==> src/rtl/oled_pkg.sv <==
// Shared geometry, blank code and state encoding for the OLED text scheduler.
package oled_pkg;
  localparam int          ROWS       = 4;
  localparam int          COLS       = 16;
  localparam int          CELLS      = ROWS * COLS;
  localparam int          AW         = 6;
  localparam int          CW         = 7;
  localparam logic [CW-1:0] BLANK_CHAR = 7'h20;

  typedef enum logic [2:0] {
    IDLE  = 3'd0,
    CLEAR = 3'd1,
    FETCH = 3'd2,
    SEND  = 3'd3,
    GAP   = 3'd4
  } state_e;

  typedef struct packed {
    logic          en;
    logic [AW-1:0] addr;
    logic [CW-1:0] data;
  } wr_req_t;
endpackage

==> src/rtl/oled_text_sched_text_buf_ram.sv <==
// 64x7 text buffer: one write port, registered read port. The array itself has no reset.
module text_buf_ram
  import oled_pkg::*;
#(
  parameter int DEPTH = CELLS
) (
  input  logic          i_clk,
  input  logic          i_rst,
  input  wr_req_t       wr,
  input  logic          rd_en,
  input  logic [AW-1:0] rd_addr,
  output logic [CW-1:0] rd_data
);
  logic [CW-1:0] mem [DEPTH];

  always_ff @(posedge i_clk) begin
    if (wr.en) mem[wr.addr] <= wr.data;
  end

  // A same-edge write to rd_addr is not visible here: the old contents are captured.
  always_ff @(posedge i_clk) begin
    if (i_rst)      rd_data <= '0;
    else if (rd_en) rd_data <= mem[rd_addr];
  end
endmodule

==> src/rtl/oled_text_sched.sv <==
// Replays the 4x16 text buffer into oled_cntrl's char handshake; owns clears and frame scheduling.
module oled_text_sched
  import oled_pkg::state_e, oled_pkg::wr_req_t,
         oled_pkg::IDLE, oled_pkg::CLEAR, oled_pkg::FETCH, oled_pkg::SEND, oled_pkg::GAP;
#(
  parameter int         ROWS         = oled_pkg::ROWS,
  parameter int         COLS         = oled_pkg::COLS,
  parameter logic [6:0] BLANK_CHAR   = oled_pkg::BLANK_CHAR,
  parameter bit         AUTO_REFRESH = 1'b1
) (
  input  logic       i_clk,
  input  logic       i_rst,
  input  logic       i_wr_en,
  input  logic [5:0] i_wr_addr,
  input  logic [6:0] i_wr_char,
  input  logic       i_refresh,
  input  logic       i_clear,
  output logic [6:0] o_char,
  output logic       o_char_valid,
  input  logic       i_char_done,
  output logic       o_busy,
  output logic       o_clearing,
  output logic       o_frame_done
);
  localparam int         CELLS = ROWS * COLS;
  localparam logic [5:0] LAST  = 6'(CELLS - 1);

  state_e     state;
  logic [5:0] rd_ptr, clr_ptr;
  logic       pend_refresh, pend_clear;
  logic       wr_ok, launch;
  wr_req_t    ram_wr;

  assign wr_ok  = i_wr_en && (state != CLEAR) && (int'(i_wr_addr) < CELLS);
  assign launch = (state == IDLE) && !pend_clear && pend_refresh;

  // Clear sweep owns the write port; host writes are dropped meanwhile.
  always_comb begin
    ram_wr = '0;
    if (state == CLEAR) ram_wr = '{en: 1'b1, addr: clr_ptr, data: BLANK_CHAR};
    else if (wr_ok)     ram_wr = '{en: 1'b1, addr: i_wr_addr, data: i_wr_char};
  end

  text_buf_ram #(.DEPTH(CELLS)) u_ram (
    .i_clk   (i_clk),
    .i_rst   (i_rst),
    .wr      (ram_wr),
    .rd_en   (state == FETCH),
    .rd_addr (rd_ptr),
    .rd_data (o_char)
  );

  always_ff @(posedge i_clk) begin
    if (i_rst) begin
      state        <= IDLE;
      rd_ptr       <= '0;
      clr_ptr      <= '0;
      pend_refresh <= 1'b1;
      pend_clear   <= 1'b1;
      o_char_valid <= 1'b0;
      o_busy       <= 1'b0;
      o_clearing   <= 1'b0;
      o_frame_done <= 1'b0;
    end else begin
      o_frame_done <= 1'b0;
      case (state)
        IDLE: begin
          if (pend_clear) begin
            state      <= CLEAR;
            o_busy     <= 1'b1;
            o_clearing <= 1'b1;
          end else if (pend_refresh) begin
            state        <= FETCH;
            rd_ptr       <= '0;
            pend_refresh <= 1'b0;
            o_busy       <= 1'b1;
          end
        end
        CLEAR: begin
          clr_ptr <= clr_ptr + 6'd1;
          if (clr_ptr == LAST) begin
            clr_ptr      <= '0;
            pend_clear   <= 1'b0;
            pend_refresh <= 1'b1;
            state        <= IDLE;
            o_busy       <= 1'b0;
            o_clearing   <= 1'b0;
          end
        end
        FETCH: begin
          state        <= SEND;
          o_char_valid <= 1'b1;
        end
        SEND: begin
          if (i_char_done) begin
            o_char_valid <= 1'b0;
            state        <= GAP;
          end
        end
        GAP: begin
          if (rd_ptr == LAST) begin
            o_frame_done <= 1'b1;
            o_busy       <= 1'b0;
            state        <= IDLE;
          end else begin
            rd_ptr <= rd_ptr + 6'd1;
            state  <= FETCH;
          end
        end
        default: state <= IDLE;
      endcase

      if (i_clear) pend_clear <= 1'b1;
      // A write landing on the launch edge is already visible to the frame being started.
      if (i_refresh || (AUTO_REFRESH && wr_ok && !launch)) pend_refresh <= 1'b1;
    end
  end
endmodule

==> config.mk <==
export PLATFORM = sky130hd
export DESIGN_NAME = oled_text_sched
export DESIGN_NICKNAME = d
export VERILOG_FILES = /design/src/rtl/oled_pkg.sv /design/src/rtl/oled_text_sched_text_buf_ram.sv /design/src/rtl/oled_text_sched.sv
export SDC_FILE = /design/constraint.sdc
export NUM_CORES = 1
export LEC_CHECK = 0
export CORE_MARGIN = 2
export CORE_UTILIZATION = 25
export CTS_BUF_LIST = sky130_fd_sc_hd__clkbuf_8
export DETAILED_ROUTE_END_ITERATION = 16
export DONT_BUFFER_PORTS = 1
export HOLD_SLACK_MARGIN = 0.08
export PLACE_DENSITY_LB_ADDON = 0.08
export SLEW_MARGIN = 20
export SYNTH_ARGS = -nofsm -noshare
export SYNTH_HDL_FRONTEND = slang
export SYNTH_SLANG_ARGS = --single-unit
==> constraint.sdc <==
create_clock -name i_clk -period 2.8 [get_ports i_clk]
set_clock_uncertainty 0.15 [all_clocks]
set_input_delay 0.56 -clock i_clk [delete_from_list [all_inputs] [get_ports i_clk]]
set_output_delay 0.56 -clock i_clk [all_outputs]
set_load 0.01 [all_outputs]
### Word-level counts from Yosys, hierarchy flattened

Memories as Yosys holds them, arrays and structs flattened. A register that Yosys moved wholly into a read port is not among the register bits.
Index checks and enable logic that the tools add are counted.

* add/sub/neg operators: 2
* equality and inequality tests: 15
* muxes and demuxes: 28
* bitwise gates (word level): 1
* reduce and logical (&&, ||, !) cells: 22

Operator list (count)
* $mux 14: 2
* $mux 6: 4
* $pmux 3 s5: 1
* $add 6x1->6 const B: 2
* $eq 6x6->1 const B: 2
* $mux 3: 4
* $ne 2x2->1 const B: 6
* $pmux 6 s2: 1
* $mux 1: 11
* $reduce_and 3->1: 3
* $reduce_and 4->1: 2
* $eq 3x2->1 const B: 2
* $pmux 1 s2: 3
* $reduce_bool 2->1: 3
* $reduce_or 2->1: 3
* $logic_and 1x1->1: 4
* $reduce_and 2->1: 2
* $eq 3x1->1 const B: 1
* $eq 3x3->1 const B: 1
* $logic_not 3->1: 1
* $ne 3x1->1 const B: 1
* $ne 3x3->1 const B: 1
* $pmux 1 s3: 1
* $reduce_bool 3->1: 1
* other kinds (5): 6

* register bits after elaboration: 21
* bits in writable memories: 448
* bits of input ports: 19
* output and inout port bits: 11
* word-level logic and storage cells: 78
* memories: 1

Memories
* u_ram.mem: words 64, width 7, rd ports 1, clocked after memory_dff 1, write ports 1, line oled_text_sched_text_buf_ram.sv:14 `logic [CW-1:0] mem [DEPTH];`

### Longest topological paths before layout

Gate-level depths: netlist (run 1).

* word-level depth: 7
* mapped depth: 9
* depth with buffers taken out: 6

### Cells and area by module

A second synthesis (run 1) with hierarchy kept.

* cells, all modules: 1027
* area, all modules: 18874.4 um^2

Modules (own cells, without submodules)
* text_buf_ram: instances 1, cells each 882, area each 17757.0 um^2
* oled_text_sched: instances 1, cells each 145, area each 1117.3 um^2

### Worst setup path before layout (run 1)

OpenSTA, ideal clock, no wires.

* path type: register to register
* start: register state[0]
* end: memory u_ram.mem[0][0], data pin
* setup time: 0.368 ns
* arrival time: 2.116 ns
* data required time: 2.282 ns
* path slack: 0.166 ns
* stages on the path, launching flop included: 6
* buffers on the path: 3
* cells stage by stage: dfxtp_1 -> or3b_1 -> buf_2 -> clkbuf_1 -> clkbuf_1 -> and3_1

RTL lines
* start: declaration: line oled_text_sched.sv:28 `state_e state;`
* start signal: assignment: line oled_text_sched.sv:55 `state <= IDLE;`
* start signal: assignment: line oled_text_sched.sv:69 `state <= CLEAR;`
* start signal: assignment: line oled_text_sched.sv:73 `state <= FETCH;`
* end: declaration: line oled_text_sched_text_buf_ram.sv:14

### Worst setup path after layout (run 1)

* start: register state[2]
* end: memory u_ram.mem[48][5], enable pin

* cells in the longest elaborated chain, start to end: 6
* elaborated cells between the ends (all ways): 7

RTL lines
* $ne 3x1->1: line oled_text_sched.sv:34 `assign wr_ok = i_wr_en && (state != CLEAR) && (int'(i_wr_addr) < CELLS);`
* $logic_and 1x1->1: line oled_text_sched.sv:34
* $mux 14: line oled_text_sched.sv:41 `else if (wr_ok) ram_wr = '{en: 1'b1, addr: i_wr_addr, data: i_wr_char};`
* $mux 14 (*): line oled_text_sched.sv:40 `if (state == CLEAR) ram_wr = '{en: 1'b1, addr: clr_ptr, data: BLANK_CHAR};`
* $mux 1: line oled_text_sched_text_buf_ram.sv:17 `if (wr.en) mem[wr.addr] <= wr.data;`
* $mux 1 (not written as such): line oled_text_sched_text_buf_ram.sv:17

Mark *: on every way between the ends. The rest lies on a longest branch, timed or not.

==> PnR_summary.wiki, run 1 <==
{| class="wikitable"
! Metric !! Value
|-
| First-pass GRT wire length || around 80 mm
|-
| Core occupancy in the finished layout || 0.3069
|-
| Number of placed instances with taps included || about 2.1k
|-
| CP Max Fanout || 10
|-
| Number of placement rows || 100
|-
| Reported net switching power || 3.224 mW
|-
| Arrival time worst endpoint || around 2900 ps
|-
| Vias in the first global route || ~11k
|-
| Antenna violations before repair || 3
|-
| Number of standard cells after synthesis || 1013
|-
| Required time of the worst setup path || between 3000 and 4000 ps
|-
| Starting utilization of the core area || 0.2534
|-
| Cell occurring most often along the worst timing path || sky130_fd_sc_hd__buf_4
|-
| Category of the critical setup timing path || reg2reg
|-
| GPL Wtd Cong || approximately 0.76
|-
| Most common cell after layout, fill and taps aside || sky130_fd_sc_hd__edfxtp_1
|-
| Estimated wirelength of the detail-placed design || 35.48 mm
|-
| Number of gates on the worst path with buffers counted || 8
|-
| Die extent in x || 278.9 um
|-
| Final hold vios || 0
|-
| Post-synth EDFFs || roughly 450
|-
| Peak ir drop on the vdd network || approximately 0.00028 V
|-
| Aggregate global routing overflow || 0
|-
| Met3 Wirelength || 2.502 mm
|-
| Net count after synthesis || around 1.0k
|-
| Met1 Wirelength || about 25 mm
|-
| DR vias || roughly 10k
|-
| Overall Global Routing Usage || 0.1446
|-
| Fin. max-slew vios || 0
|-
| Final Non-Filler Cells || between 2k and 2.5k
|-
| WL/cell || 24.65 um
|-
| Worst hold margin || slightly above 200 ps
|-
| Total clock buffers created by CTS || 87
|-
| Maximum buffer depth of the clock tree || 3
|-
| Most used flip-flop cell after synthesis || sky130_fd_sc_hd__edfxtp_1
|-
| Leakage power of the design || about 7.3 nW
|-
| FFs w/ async S/R, synth || 0
|-
| Sequential share of the synthesized area || 0.7417
|-
| Internal power consumption || 11.19 mW
|-
| Wire length on met2 || 26.17 mm
|-
| Die Height || between 200 and 300 um
|-
| Buffers and inverters on the worst path || 3
|-
| Switch share || 0.2237
|-
| Total I/O pin count || 30
|-
| Area of the mapped netlist || approximately 0.019 mm^2
|-
| Crit path cell chain || or3b_1, buf_4, and3_1, a21oi_1, buf_4, nand2_1, nor2_1, buf_4
|-
| DRC Markers || 0
|-
| Area enclosed by the die boundary || 0.07779 mm^2
|-
| Max capacitance violation total || 0
|-
| Run status || finished, final reports clean
|-
| Most used cells in the layout excluding fill and tap cells || sky130_fd_sc_hd__edfxtp_1, sky130_fd_sc_hd__buf_4, sky130_fd_sc_hd__clkbuf_8
|-
| Placed inst area || around 0.021 mm^2
|-
| Startpoint class of the critical path || register
|-
| Clock share of power || 0.433
|-
| Clock Sink Count || ~480
|-
| Maximum cell stage delay along the critical path || approximately 480 ps
|-
| Clk_lat worst skew || 670 ps
|-
| Highest attainable clock frequency || roughly 370 MHz
|-
| Final design area excluding fillers || 0.02289 mm^2
|-
| Pin count of the biggest net entering global routing || 65
|-
| Transition time at the pin with the least slew margin || between 900 and 1000 ps
|-
| Synth-to-Final Area Change || 21.15%
|-
| Average cell area after synthesis || between 15 and 20 um^2
|-
| Worst Hold Depth || 3
|-
| Critical-path cell with the highest stage delay || sky130_fd_sc_hd__or3b_1
|-
| Sum of negative setup slack || 0 ps
|-
| Root buf cell || sky130_fd_sc_hd__clkbuf_8
|-
| Total setup violations reported at the end of the flow || 0
|-
| Crit end category || register
|-
| Avg Vias per Cell || 4.490
|-
| Top Family by Delay on Critical Path || simple AND/OR/NAND/NOR gates
|-
| Number of distinct library cells after synthesis || 58
|-
| Top sig layer || met4
|-
| Part of the power in combinational logic || 0.025
|-
| Number of I/O port buffers || 0
|-
| Total iterations of the first detailed-routing run || 5
|-
| Unrepaired setup endpoints after global routing || yes
|-
| Count of nets after finishing || roughly 1.2k
|-
| Count of routing violations after the opening detailed-route iteration || 612
|-
| CTS tree || done
|-
| Total power divided by cell area || between 600 and 700 mW/mm^2
|-
| Ratio of cells with drive above 1 in the final layout || 0.3181
|-
| Number of cells on the worst reg-to-reg path || 8
|-
| H-tree Lvls || 3
|-
| Flip-flop and latch count after synthesis || about 480
|-
| Post-detailed-routing wire length || between 50 and 60 mm
|-
| Post-layout minimum cycle time || around 2700 ps
|-
| Final critical-path share of the clock period || 0.9549
|-
| Area of the core || 0.07457 mm^2
|-
| DRT antenna net count || 0
|-
| Share of total power in sequential cells || 0.543
|-
| Type of the worst min-delay path || in2reg
|-
| Relative slew slack || 0.3781
|-
| Ys Warns || 0
|-
| Clk slew on worst S/H paths || around 70 ps
|}
==> worst paths after layout <==
check             start          endpoint  slack, ps
max            state[2]  u_ram.mem[48][5]        130
min reg2reg  clr_ptr[1]        clr_ptr[1]        360
max reg2reg    state[2]  u_ram.mem[48][5]        130
min               i_rst  u_ram.rd_data[0]        210
==> area by class of cell <==
type,count,area (um^2)
inverter,5,18.77
clock inverter,69,390.4
timing repair buffer,155,1389
sequential,476,14020
clock buffer,90,1239
multi-input combinational,475,4609
antenna,2,5.005
fill,7339,51680
tap,969,1212
==> registers in the layout (all words and copies together), names as in the netlist, 3 cells and up <==
register	cells
u_ram.rd_data	7
clr_ptr	6
state	3
u_ram.mem	448
rd_ptr	6
==> worst reg2reg max path: stages, from the launching register on <==
cell and delay, ps:
sky130_fd_sc_hd__dfxtp_1 310, sky130_fd_sc_hd__or3b_1 480, sky130_fd_sc_hd__buf_4 220, sky130_fd_sc_hd__and3_1 200
sky130_fd_sc_hd__a21oi_1 120, sky130_fd_sc_hd__buf_4 150, sky130_fd_sc_hd__nand2_1 260, sky130_fd_sc_hd__nor2_1 230
sky130_fd_sc_hd__buf_4 240
==> per-layer routing <==
layer | global-route usage | vias up
met3 | 0.03029 | 82
li1 | - | 4523
met2 | 0.2303 | 202
met4 | 0.04811 | 0
met5 | 0 | -
met1 | 0.1966 | 5255
==> per-stage QoR <==
| stage | worst slack (ps) | power (mW) |
|---|---|---|
| after floorplan | 165.9 | 8.117 |
| after global placement | -6.815 | 8.323 |
| after detailed placement | 6.271 | 8.322 |
| after CTS | 47.73 | 14.67 |
| after global routing | -15.13 | 15.00 |
| final | 126.3 | 14.41 |
==> cells in the mapped netlist (10+ instances only) <==
| library cell | number | share of area |
|---|---|---|
| sky130_fd_sc_hd__clkbuf_1 | 26 | 0.0052 |
| sky130_fd_sc_hd__nand2_1 | 38 | 0.0075 |
| sky130_fd_sc_hd__nor2_1 | 84 | 0.017 |
| sky130_fd_sc_hd__a21oi_1 | 19 | 0.0050 |
| sky130_fd_sc_hd__o221ai_1 | 19 | 0.0088 |
| sky130_fd_sc_hd__nand3_1 | 10 | 0.0026 |
| sky130_fd_sc_hd__nor3_1 | 11 | 0.0029 |
| sky130_fd_sc_hd__dfxtp_1 | 28 | 0.030 |
| sky130_fd_sc_hd__mux4_2 | 84 | 0.10 |
| sky130_fd_sc_hd__edfxtp_1 | 448 | 0.71 |
| sky130_fd_sc_hd__mux2_2 | 30 | 0.018 |
| sky130_fd_sc_hd__buf_2 | 14 | 0.0037 |
| sky130_fd_sc_hd__mux2i_1 | 54 | 0.029 |
==> logic make-up (layout without fill, tap and decap cells) <==
| family | after synthesis | after routing | share of synthesized area |
|---|---|---|---|
| flops | 476 | 476 | 0.7417 |
| simple gates | 182 | 182 | 0.04444 |
| mux | 172 | 172 | 0.1493 |
| compound gates | 112 | 112 | 0.04318 |
| buf+inv | 62 | 319 | 0.01682 |
| xor+xnor | 7 | 7 | 0.003245 |
| fa+ha+maj | 2 | 2 | 0.001324 |
| other cells | 0 | 2 | 0 |
==> what timing repair did <==
item / 4_1_cts / 5_1_grt
buffers inserted: 5 / 0
gates resized for setup: 0 / 7
endpoints found under the hold margin: 24 / 0
setup endpoints to repair: 1 / 22
hold buffers: 5 / 0
==> power by group through the flow <==
stage               registers (mW)  logic (mW)  clock network, mW
floorplan                     7.97       0.149                  0
global route                  7.82       0.387               6.80
CTS                           7.82       0.366               6.49
global placement              7.97       0.357                  0
finish                        7.82       0.354               6.24
detailed placement            7.97       0.356                  0
Note: power is estimated with default switching activity, not from simulation.
==> inputs of run 2 (changes only) <==
- CORE_MARGIN: 2 -> default
- SLEW_MARGIN: 20 -> default
==> run 2 against run 1 <==
Net effect:
- combinational power decreased by 2%
- sequential cell count unchanged
- fmax is essentially flat
- via count grew 0.20%
- power is 1.8% higher
- core utilization about the same
- first-iteration DRC count up 13%
- sequential share of layout area is 0.080 points higher
==> PnR_summary.wiki, run 2 (synthesized netlist as in run 1, its figures left out) <==
{| class="wikitable"
! Metric !! Value
|-
| Vias in the first global route || 10.66k
|-
| Estimated wirelength of the detail-placed design || between 30 and 40 mm
|-
| Root buf cell || sky130_fd_sc_hd__clkbuf_8
|-
| Count of nets after finishing || 1205
|-
| Clk slew on worst S/H paths || 60 ps
|-
| Startpoint class of the critical path || register
|-
| Total I/O pin count || 30
|-
| Final hold vios || 0
|-
| Die extent in x || around 280 um
|-
| GPL Wtd Cong || between 0.7 and 0.8
|-
| DRT antenna net count || 0
|-
| Area enclosed by the die boundary || around 0.077 mm^2
|-
| DR vias || around 10k
|-
| H-tree Lvls || 3
|-
| Fin. max-slew vios || 0
|-
| Number of fillers in the final layout || 7313
|-
| Post-placement worst setup slack || -25.43 ps
|-
| Post-layout minimum cycle time || between 2000 and 3000 ps
|-
| Crit end category || register
|-
| Total iterations of the first detailed-routing run || 5
|-
| Clk_lat worst skew || ~660 ps
|-
| CP Max Fanout || 9
|-
| Register name with the most flops || u_ram.mem
|-
| CTS tree || done
|-
| Peak ir drop on the vdd network || 0.0002474 V
|-
| Category of the critical setup timing path || reg2reg
|-
| Number of placement rows || 100
|-
| WL/cell || around 25 um
|-
| Placed inst area || between 0.02 and 0.025 mm^2
|-
| Clock Sink Count || 476
|-
| Starting utilization of the core area || 0.2534
|-
| Post-CTS repair timing setup buffer count || 0
|-
| Total power divided by cell area || approximately 640 mW/mm^2
|-
| Overall Global Routing Usage || 0.1464
|-
| Relative slew slack || 0.4752
|-
| Highest attainable clock frequency || around 370 MHz
|-
| Top Registers || u_ram.mem: 448 flops, u_ram.rd_data: 7 flops
|-
| Area of the core || 0.07457 mm^2
|-
| Die Height || between 200 and 300 um
|-
| Most used cells in the layout excluding fill and tap cells || sky130_fd_sc_hd__edfxtp_1, sky130_fd_sc_hd__buf_4, sky130_fd_sc_hd__clkbuf_8
|-
| Transition time at the pin with the least slew margin || approximately 800 ps
|-
| Most common cell after layout, fill and taps aside || sky130_fd_sc_hd__edfxtp_1
|-
| Launch instance of the worst register-to-register path || state[2]
|-
| Synth-to-Final Area Change || 20.99%
|-
| Worst Hold Depth || 4
|-
| Critical Path Source || state[2]
|-
| DRC Markers || 0
|-
| Number of I/O port buffers || 0
|-
| Max capacitance violation total || 0
|-
| Total setup violations reported at the end of the flow || 0
|-
| Arrival time worst endpoint || roughly 2900 ps
|-
| Final design area excluding fillers || 0.02286 mm^2
|-
| Number of flip-flops under the largest register name || around 450
|-
| Number of cells on the worst reg-to-reg path || 8
|-
| Run status || finished, final reports clean
|-
| Antenna violations before repair || 3
|-
| Minimum setup slack in the final design || roughly 130 ps
|-
| Hold path startpoint || i_rst
|-
| Pin count of the biggest net entering global routing || between 60 and 70
|-
| Total clock buffers created by CTS || 86
|-
| Maximum buffer depth of the clock tree || 3
|-
| Type of the worst min-delay path || in2reg
|-
| Aggregate global routing overflow || 0
|-
| Count of routing violations after the opening detailed-route iteration || around 690
|-
| Post-detailed-routing wire length || between 50 and 60 mm
|-
| Worst reg-to-reg setup slack || approximately 130 ps
|-
| Avg Vias per Cell || about 4.5
|-
| First-pass GRT wire length || ~80 mm
|-
| Leakage power of the design || roughly 7.3 nW
|-
| Final critical-path share of the clock period || 0.9541
|-
| Ratio of cells with drive above 1 in the final layout || 0.3076
|-
| Unrepaired setup endpoints after global routing || no
|-
| Required time of the worst setup path || 2990 ps
|}
[run 2: changes by cell type in the layout (fill, tap and decap cells not counted), sizes merged]
cell / change
clkinv: -4
clkbuf: +1
clkinvlp: -2
buf: -15
bufinv: +3
inv: +2
[run 2: worst paths after layout]
check                          end
setup / recovery   u_ram.mem[4][1]
hold / removal    u_ram.rd_data[6]
setup reg to reg   u_ram.mem[4][1]
hold reg to reg         pend_clear
[run 2: routing by layer]
layer	vias up	track usage	part of all wire
met3	62	0.03113	0.047
met1	5339	0.1970	0.45
met5	-	0	0
met4	0	0.04373	0.017
met2	195	0.2365	0.48
li1	4486	-	-
[run 2: what timing repair did]
item                                    4_1_cts  5_1_grt
endpoints found under the hold margin        23        0
endpoints found under the setup margin       12      134
hold buffers                                  5        0
resized for setup                             1        3
[run 2: per-stage QoR]
stage	power [mW]	utilization	hold WS [ps]	instances	setup TNS (ps)
3_5_place_dp	8.312	0.2827	360.8	2060	-176.7
2_1_floorplan	8.117	-	326.6	1013	0
6_report	14.68	0.3065	144.1	2226	0
4_1_cts	14.96	0.3062	81.96	2224	-112.3
5_1_grt	15.28	0.3065	108.7	2226	0
3_3_place_gp	8.314	0.2827	371.5	2060	0
[run 2: layout make-up]
cell class                 instances  area (um^2)  share of cell area
multi-input combinational        475         4609              0.2017
clock inverter                    68        446.7             0.01954
timing repair buffer             140         1289             0.05638
sequential                       476        14020              0.6136
clock buffer                      91         1252             0.05479
antenna                            2        5.005           0.0002189
inverter                           5        18.77           0.0008211
tap                              969         1212             0.05304
[run 2: critical path, cell delays in order (launching register included)]
cell	delay, ps
sky130_fd_sc_hd__dfxtp_1	310
sky130_fd_sc_hd__or3b_4	490
sky130_fd_sc_hd__buf_4	170
sky130_fd_sc_hd__and3_1	180
sky130_fd_sc_hd__a21oi_1	120
sky130_fd_sc_hd__buf_4	150
sky130_fd_sc_hd__nand2_1	260
sky130_fd_sc_hd__nor2_1	300
sky130_fd_sc_hd__buf_4	220
[run 2: power breakdown]
part	switching [mW]	leakage, nW	internal (mW)	total (mW)
logic	0.244	1.95	0.102	0.346
registers	0.0149	4.34	7.80	7.82
clock network	2.94	0.960	3.57	6.51
total	3.20	7.25	11.5	14.7
==> inputs of run 3 (changes only) <==
- HOLD_SLACK_MARGIN: 0.08 -> default
==> run 3 against run 2 <==
Net effect:
- sequential power about the same
- design area unchanged
- global-route usage unchanged
- largest cell class unchanged
- clock-buffer cell count is the same
- register-to-register slack hardly changed
- sequential share of layout area unchanged
- hold slack improved by 2.3 ps
==> PnR_summary.wiki, run 3 (synthesized netlist as in run 1, its figures left out) <==
{| class="wikitable"
! Metric !! Value
|-
| DRC Markers || 0
|-
| CP Max Fanout || 9
|-
| Category of the critical setup timing path || reg2reg
|-
| Total power divided by cell area || roughly 640 mW/mm^2
|-
| Type of the worst min-delay path || in2reg
|-
| Critical-path cell with the highest stage delay || sky130_fd_sc_hd__or3b_4
|-
| Estimated wirelength of the detail-placed design || ~35 mm
|-
| Minimum setup slack in the final design || between 100 and 150 ps
|-
| Count of nets after finishing || approximately 1.2k
|-
| Total iterations of the first detailed-routing run || 5
|-
| DRT antenna net count || 0
|-
| Synth-to-Final Area Change || 20.99%
|-
| First-pass GRT wire length || approximately 80 mm
|-
| Startpoint class of the critical path || register
|-
| Antenna violations before repair || 3
|-
| Vias in the first global route || 10.65k
|-
| Max capacitance violation total || 0
|-
| Post-placement worst setup slack || -25.43 ps
|-
| Crit path cell chain || or3b_4, buf_4, and3_1, a21oi_1, buf_4, nand2_1, nor2_1, buf_4
|-
| Clk_lat worst skew || ~650 ps
|-
| Number of placement rows || 100
|-
| Maximum buffer depth of the clock tree || 3
|-
| Pin count of the biggest net entering global routing || 65
|-
| Number of placed instances with taps included || approximately 2.1k
|-
| Number of I/O port buffers || 0
|-
| Fin. max-slew vios || 0
|-
| DR vias || slightly above 10k
|-
| CTS tree || done
|-
| Relative slew slack || 0.4667
|-
| Number of flip-flops under the largest register name || 448
|-
| Die Height || 276.9 um
|-
| Maximum cell stage delay along the critical path || between 400 and 500 ps
|-
| Clk slew on worst S/H paths || about 60 ps
|-
| Most common cell after layout, fill and taps aside || sky130_fd_sc_hd__edfxtp_1
|-
| Run status || finished, final reports clean
|-
| Peak ir drop on the vdd network || between 0.0002 and 0.00025 V
|-
| Top Family by Delay on Critical Path || simple AND/OR/NAND/NOR gates
|-
| Buffers and inverters on the worst path || 3
|-
| H-tree Lvls || 3
|-
| Count of routing violations after the opening detailed-route iteration || about 670
|-
| Area enclosed by the die boundary || approximately 0.077 mm^2
|-
| Die extent in x || between 200 and 300 um
|-
| Unrepaired setup endpoints after global routing || no
|-
| Starting utilization of the core area || 0.2534
|-
| Overall Global Routing Usage || 0.1464
|-
| Post-layout minimum cycle time || approximately 2700 ps
|-
| Register name with the most flops || u_ram.mem
|-
| Aggregate global routing overflow || 0
|-
| Area of the core || 0.07457 mm^2
|-
| Total setup violations reported at the end of the flow || 0
|-
| Root buf cell || sky130_fd_sc_hd__clkbuf_8
|-
| GPL Wtd Cong || 0.7376
|-
| Final Non-Filler Cells || about 2.2k
|-
| Final critical-path share of the clock period || 0.9517
|-
| Clock Sink Count || 476
|-
| Required time of the worst setup path || approximately 3000 ps
|-
| Total clock buffers created by CTS || 86
|-
| Transition time at the pin with the least slew margin || between 700 and 800 ps
|-
| Most used cells in the layout excluding fill and tap cells || sky130_fd_sc_hd__edfxtp_1, sky130_fd_sc_hd__buf_4, sky130_fd_sc_hd__clkbuf_8
|-
| Crit end category || register
|-
| Arrival time worst endpoint || 2860 ps
|-
| Post-detailed-routing wire length || roughly 55 mm
|-
| Total I/O pin count || 30
|-
| Ratio of cells with drive above 1 in the final layout || 0.3076
|-
| Final hold vios || 0
|-
| Cell occurring most often along the worst timing path || sky130_fd_sc_hd__buf_4
|-
| Avg Vias per Cell || between 4 and 5
|-
| Leakage power of the design || between 7 and 8 nW
|-
| WL/cell || ~25 um
|-
| Highest attainable clock frequency || between 300 and 400 MHz
|-
| Top Registers || u_ram.mem: 448 flops, u_ram.rd_data: 7 flops
|}
==> run 3: cell counts in the layout (fill, tap and decap cells not counted) <==
Identical to the previous run, type by type.
==> run 3: final cells by class <==
class / count / area (um^2)
clock inverter: 68 / 446.7
timing repair buffer: 140 / 1289
fill: 7313 / 51710
multi-input combinational: 475 / 4609
clock buffer: 91 / 1252
antenna: 2 / 5.005
inverter: 5 / 18.77
tap: 969 / 1212
sequential: 476 / 14020
==> run 3: where the power goes <==
part           leakage (nW)  internal [mW]  switching (mW)
clock network         0.960           3.57            2.95
logic                  1.95          0.102           0.244
registers              4.34           7.80          0.0149
==> run 3: worst paths after layout <==
kind | start | to | slack [ps] | cells past startpoint
max | state[2] | u_ram.mem[4][1] | 140 | 8
max reg2reg | state[2] | u_ram.mem[4][1] | 140 | 8
min | i_rst | u_ram.rd_data[4] | 150 | 4
min reg2reg | pend_clear | pend_clear | 390 | 2
==> run 3: what timing repair did <==
item                       CTS  global route
resized for setup            1             3
setup buffers                0             0
hold buffers                 5             0
setup endpoints to repair   12           134
hold endpoints to repair    21             0
==> run 3: stage by stage <==
step	util	power, mW	area [um^2]	hold slack (ps)	TNS (ps)
2_1_floorplan	-	8.117	18890	326.6	0
3_3_place_gp	0.2827	8.314	21080	371.5	0
3_5_place_dp	0.2827	8.312	21080	360.8	-176.7
4_1_cts	0.3062	14.96	22830	67.73	-112.3
5_1_grt	0.3065	15.28	22860	101.8	0
6_report	0.3065	14.69	22860	146.3	0
==> run 3: worst reg2reg max path: stages, from the launching register on <==
cell                      delay [ps]
sky130_fd_sc_hd__dfxtp_1         310
sky130_fd_sc_hd__or3b_4          490
sky130_fd_sc_hd__buf_4           170
sky130_fd_sc_hd__and3_1          180
sky130_fd_sc_hd__a21oi_1         120
sky130_fd_sc_hd__buf_4           150
sky130_fd_sc_hd__nand2_1         260
sky130_fd_sc_hd__nor2_1          300
sky130_fd_sc_hd__buf_4           220
==> run 3: per-layer routing <==
metal / track usage / share of wire / vias up
met5: 0 / 0 / -
met4: 0.04373 / 0.017 / 0
met3: 0.03113 / 0.046 / 58
met2: 0.2364 / 0.48 / 209
met1: 0.1971 / 0.45 / 5353
li1: - / - / 4487
